[src/rtl/branch_control.sv]
// PC redirect/flush/startup sequencer: registered outputs, redirect one cycle after acceptance; stall holds decode while waiting for zero_flag.
// Optional BRANCH_STATS_EN adds saturating taken_count/stall_count outputs.
`timescale 1ns/1ps
module branch_control #(
   parameter int STARTUP_CYCLES = 2,
   parameter int PIPE_DEPTH     = 1
) (
   input  logic       clk,
   input  logic       startup_n,
   input  logic       br_valid,
   input  logic [1:0] br_type,
   input  logic [7:0] br_offset,
   input  logic       flag_valid,
   input  logic       zero_flag,
   output logic       startup,
   output logic [7:0] pc_control,
   output logic [7:0] jump_offset,
   output logic       flush,
   output logic       stall
`ifdef BRANCH_STATS_EN
   ,
   output logic [15:0] taken_count,
   output logic [15:0] stall_count
`endif
);

   typedef enum logic [2:0] {HOLD, RUN, WAIT_FLAG, REDIRECT, FLUSH} state_t;

   localparam logic [3:0] SU_LAST = 4'(STARTUP_CYCLES - 1);
   localparam logic [3:0] FL_LAST = 4'((PIPE_DEPTH > 1) ? (PIPE_DEPTH - 2) : 0);
   localparam logic [7:0] PD8     = 8'(PIPE_DEPTH);

   state_t     state_q, state_d;
   logic [3:0] cnt_q, cnt_d;
   logic       lat_ne_q, lat_ne_d;
   logic [7:0] lat_off_q, lat_off_d;
   logic       startup_q, startup_d;
   logic [7:0] pc_q, pc_d;
   logic [7:0] jo_q, jo_d;
   logic       flush_q, flush_d;
   logic       stall_q, stall_d;
   logic       fire;
   logic [7:0] fire_off;

   // ne selects branch-if-not-zero (type 11) versus branch-if-zero (type 10)
   function automatic logic cond_taken(input logic ne, input logic z);
      return ne ? !z : z;
   endfunction

   always_comb begin
      state_d   = state_q;
      cnt_d     = cnt_q;
      lat_ne_d  = lat_ne_q;
      lat_off_d = lat_off_q;
      fire      = 1'b0;
      fire_off  = br_offset;
      case (state_q)
         HOLD: begin
            if (cnt_q == SU_LAST) begin
               state_d = RUN;
               cnt_d   = 4'd0;
            end else begin
               cnt_d = cnt_q + 4'd1;
            end
         end
         RUN: begin
            if (br_valid) begin
               case (br_type)
                  2'b01: fire = 1'b1;
                  2'b10, 2'b11: begin
                     if (flag_valid) begin
                        fire = cond_taken(br_type[0], zero_flag);
                     end else begin
                        state_d   = WAIT_FLAG;
                        lat_ne_d  = br_type[0];
                        lat_off_d = br_offset;
                     end
                  end
                  default: ;
               endcase
            end
         end
         WAIT_FLAG: begin
            fire_off = lat_off_q;
            if (flag_valid) begin
               if (cond_taken(lat_ne_q, zero_flag)) fire = 1'b1;
               else state_d = RUN;
            end
         end
         REDIRECT: begin
            state_d = (PIPE_DEPTH > 1) ? FLUSH : RUN;
            cnt_d   = 4'd0;
         end
         FLUSH: begin
            if (cnt_q == FL_LAST) begin
               state_d = RUN;
               cnt_d   = 4'd0;
            end else begin
               cnt_d = cnt_q + 4'd1;
            end
         end
         default: state_d = HOLD;
      endcase
      if (fire) state_d = REDIRECT;

      // Outputs are registered from the next state so they line up with it
      startup_d = (state_d == HOLD);
      pc_d      = (state_d == REDIRECT) ? 8'hFF : 8'h00;
      jo_d      = fire ? (fire_off - PD8) : 8'h00;
      flush_d   = (state_d == REDIRECT) || (state_d == FLUSH);
      stall_d   = (state_d == WAIT_FLAG);
   end

   always_ff @(posedge clk or negedge startup_n) begin
      if (!startup_n) begin
         state_q   <= HOLD;
         cnt_q     <= 4'd0;
         lat_ne_q  <= 1'b0;
         lat_off_q <= 8'h00;
         startup_q <= 1'b1;
         pc_q      <= 8'h00;
         jo_q      <= 8'h00;
         flush_q   <= 1'b0;
         stall_q   <= 1'b0;
      end else begin
         state_q   <= state_d;
         cnt_q     <= cnt_d;
         lat_ne_q  <= lat_ne_d;
         lat_off_q <= lat_off_d;
         startup_q <= startup_d;
         pc_q      <= pc_d;
         jo_q      <= jo_d;
         flush_q   <= flush_d;
         stall_q   <= stall_d;
      end
   end

   assign startup     = startup_q;
   assign pc_control  = pc_q;
   assign jump_offset = jo_q;
   assign flush       = flush_q;
   assign stall       = stall_q;

`ifdef BRANCH_STATS_EN
   logic [15:0] taken_cnt_q, taken_cnt_d;
   logic [15:0] stall_cnt_q, stall_cnt_d;

   always_comb begin
      taken_cnt_d = taken_cnt_q;
      stall_cnt_d = stall_cnt_q;
      if (fire && (taken_cnt_q != 16'hFFFF)) taken_cnt_d = taken_cnt_q + 16'd1;
      if ((state_q == WAIT_FLAG) && (stall_cnt_q != 16'hFFFF)) stall_cnt_d = stall_cnt_q + 16'd1;
   end

   always_ff @(posedge clk or negedge startup_n) begin
      if (!startup_n) begin
         taken_cnt_q <= 16'd0;
         stall_cnt_q <= 16'd0;
      end else begin
         taken_cnt_q <= taken_cnt_d;
         stall_cnt_q <= stall_cnt_d;
      end
   end

   assign taken_count = taken_cnt_q;
   assign stall_count = stall_cnt_q;
`endif

endmodule
[config.mk]
export PLATFORM = sky130hd
export DESIGN_NAME = branch_control
export DESIGN_NICKNAME = d
export VERILOG_FILES = /design/src/rtl/branch_control.sv
export SDC_FILE = /design/constraint.sdc
export NUM_CORES = 1
export LEC_CHECK = 0
export ABC_AREA = 1
export CORE_ASPECT_RATIO = 0.6
export CORE_MARGIN = 8
export CORE_UTILIZATION = 52
export CTS_BUF_LIST = sky130_fd_sc_hd__clkbuf_4
export DETAILED_ROUTE_END_ITERATION = 7
export GPL_ROUTABILITY_DRIVEN = 0
export PLACE_DENSITY_LB_ADDON = 0.1
export SYNTH_ARGS = -nofsm -noshare
export SYNTH_HDL_FRONTEND = slang
export SYNTH_SLANG_ARGS = --single-unit
[constraint.sdc]
create_clock -name clk -period 2.1 [get_ports clk]
set_input_delay 0.315 -clock clk [delete_from_list [all_inputs] [get_ports clk]]
set_output_delay 0.315 -clock clk [all_outputs]
set_load 0.05 [all_outputs]
==> results.md <==
* Status: complete, no violations
* Setup ws final at 0.122 ns
* Place WS at 0.264 ns
* Share of power burned in combinational logic at 0.556
* Tmin final at 1.98 ns
* Ys Warns at 0
* Clock network fraction of total power at 0.093
* Max Cap Violations at 0
* Leakage at 0.993 nW
* Post-synthesis compound-gate area fraction at 0.0881
* Syn Area/Cell at 7.60 um2
* Critical path peak fanout at 8
* Startpoint Class: register
* WP data arrival at 1.66 ns
* Worst R2R Setup Slack at 0.28 ns
* Cell variety after synth at 26
* H-tree depth at 1
* FF+latch count, synth at 28
* CORE AREA at 0.00291 mm2
* Final setup fails at 0
* Synth Area in Adders at 0.0390
* Post-synthesis simple-gate area fraction at 0.294
* Drt wl/cell at 12.6 um
* Pwr dens at 1260 mW/mm2
* Netlist Area Pre-Place at 0.00160 mm2
* Dominant cells by area after synthesis: dfrtp_1 42%, nand2_1 12%, inv_1 6.8%
* # hold bufs at CTS at 0
* CP endpoint kind: primary output
* Switching power at 0.00120 W
* Final Skew at 0.0127 ns
* PostCTS Resize Cnt at 0
* CP delay by family, top: buffers and inverters
* Setup TNS at 0 ns
* Fillers at 246
* Hold Path Class: in -> async
* Net Count, Synth at 231
* Max Transition Viols Final at 0
* Largest net degree at the start of global routing at 29
* Vias in the first global route at 1250
* Final critical-path share of the clock period at 0.942
* Setup crit start: pc_control[6]$_DFF_PN0_
* Clock Tree Root: clkbuf_4
* Mapped Cells at 211
* Clk sinks at 28
* Final Hold Viols at 0
* Final nets at 260
* Peak supply drop at 628 uV
* WL final at 3550 um
* Die Y at 59.0 um
* Setup Fix Bufs, Post-CTS at 0
* Routed via count at 1382
* Placed insts at 277
* Reg2Reg Depth at 9
* Tot GR Track Use at 0.143
* # DRC at 0
* Vias per cell at 4.92
* Tot Pwr at 0.00245 W
* Synth Flop Type: dfrtp_1
* Register area at 702 um2
* Dpl hpwl at 2770 um
* Worst reg2reg endpoint: jump_offset[4]$_DFF_PN0_
* Layout cells sized above 1 at 0.0669
* Unrepaired setup endpoints after global routing: false
* Main combinational cell family by area after synthesis: simple AND/OR/NAND/NOR gates
* Number of buffers created by CTS at 3
* FF-to-FF Start: state_q[0]$_DFF_PN0_
* Register share of total power at 0.351
* Clk slew on worst S/H paths at 0.15 ns
* First-pass GRT wire length at 5770 um
* Post-synth EDFFs at 0
* WP buf/inv at 1
* Ys async rst share at 1.00
* Switching share of power at 0.491
* Clock Latency Late Sink at 0.34 ns
* CP peak stage delay at 0.86 ns
* DRT iter0 DRCs at 122
* Post-Layout Cell Count at 281
* I/O pin count at 34
* Most frequent cell after synthesis: nand2_1
* Fmax at 506 MHz
* Sequential-to-total area share from yosys stat at 0.438
* Slew margin rel. at 0.658
* Die ar. at 0.00518 mm2
* Cell taking the most area after synthesis: dfrtp_1
* CTS tree: built
* TritonRoute pass-1 iters at 4
* Initial Util at 0.551
* Post-synthesis mux area share at 0
* Die Wd at 87.7 um
* Area Growth Syn to Fin at 21.5%
* Slowest-stage cell, CP: clkdlybuf4s50_1
* XOR/XNOR share of the synthesized area at 0.0164
* Power Internal at 0.00125 W
* Initial antenna violation count at 0
* Top-area cell type share of the netlist area at 0.421
* PortBufs at 33
* Site Rows at 15
* Post-route ant nets at 0
* Clk buf depth at 2
* Total gr overflow at 0
* Diode count at 0
* Critical Path RT at 1.78 ns
* Slew @ Worst Pin at 0.511 ns
* CP Cell Sequence: clkdlybuf4s50_1
* Area occupied by multi-input gates at 702 um2
* Top post-synthesis cells by count: 53 x nand2_1, 29 x inv_1, 27 x dfrtp_1, 25 x nor2_1, 14 x o21ai_0
* Setup CP Type: reg -> out
==> registers in the layout, summed over array words and instances, names as in the netlist, 3 cells and up <==
| register | flops |
|---|---|
| jump_offset | 8 |
| lat_off_q | 8 |
| cnt_q | 4 |
| state_q | 3 |
==> kinds of logic after synthesis <==
logic type,Yosys count
and+or+nand+nor,106
adders and majority gates,5
DFF,28
AOI/OAI and AO/OA,26
buffers and inverters,43
xor gates and xnor gates,3
==> routing by layer <==
layer  track usage  routed length [um]  up-vias
li1              -                   -      709
met1         0.201                1650      601
met2         0.204                1440       68
met3        0.0470                 433        4
met4        0.0340                  24        0
met5             0                   0        -
==> power groups by stage <==
stage | clock (W) | combinational [W] | sequential, W
3_3_place_gp | 0 | 0.00131 | 0.000861
5_1_grt | 0.000256 | 0.00150 | 0.000887
2_1_floorplan | 0 | 0.000835 | 0.00105
4_1_cts | 0.000240 | 0.00136 | 0.000857
3_5_place_dp | 0 | 0.00136 | 0.000868
6_report | 0.000229 | 0.00136 | 0.000859
==> layout by cell type (no fill, tap or decap) <==
| cell type | count |
|---|---|
| nand2_1 | 53 |
| nand3b_1 | 4 |
| o21ai_0 | 14 |
| dfrtp_1 | 27 |
| nand2_2 | 3 |
| a21boi_0 | 1 |
| clkbuf_4 | 3 |
| nor2_4 | 1 |
| clkinv_1 | 1 |
| a21oi_1 | 5 |
| inv_2 | 3 |
| o211ai_1 | 2 |
| o21ai_1 | 2 |
| nand3_1 | 11 |
| nor2_1 | 25 |
| a31oi_1 | 1 |
| clkdlybuf4s50_1 | 33 |
| o21bai_1 | 1 |
| inv_1 | 29 |
| ha_1 | 5 |
| buf_4 | 2 |
| dfstp_2 | 1 |
| xor2_1 | 3 |
| nand3_2 | 3 |
| nand4_1 | 3 |
| nor3_1 | 3 |
==> metrics by stage <==
step / util / hold slack (ns) / instance area [um2]
5_1_grt: 0.670 / 0.339 / 1950
4_1_cts: 0.670 / 0.335 / 1950
3_3_place_gp: 0.661 / 0.457 / 1920
3_5_place_dp: 0.661 / 0.477 / 1920
6_report: 0.670 / 0.325 / 1950
2_1_floorplan: - / 0.0194 / 1600
==> worst max-delay path by stage <==
stage / end / cells past startpoint
floorplan: jump_offset[4]$_DFF_PN0_ / 11
global placement: stall$_DFF_PN0_ / 10
detailed placement: stall$_DFF_PN0_ / 10
CTS: pc_control[5] / 1
global route: pc_control[5] / 1
finish: pc_control[5] / 1
==> cell type report <==
class                           count  area share
Sequential cell                    28       0.360
Clock inverter                      1     0.00193
Multi-Input combinational cell    140       0.360
Timing Repair Buffer               35       0.177
Tap cell                           42      0.0270
Clock buffer                        3      0.0116
Inverter                           32      0.0617
Note: power is estimated with default switching activity, not from simulation.
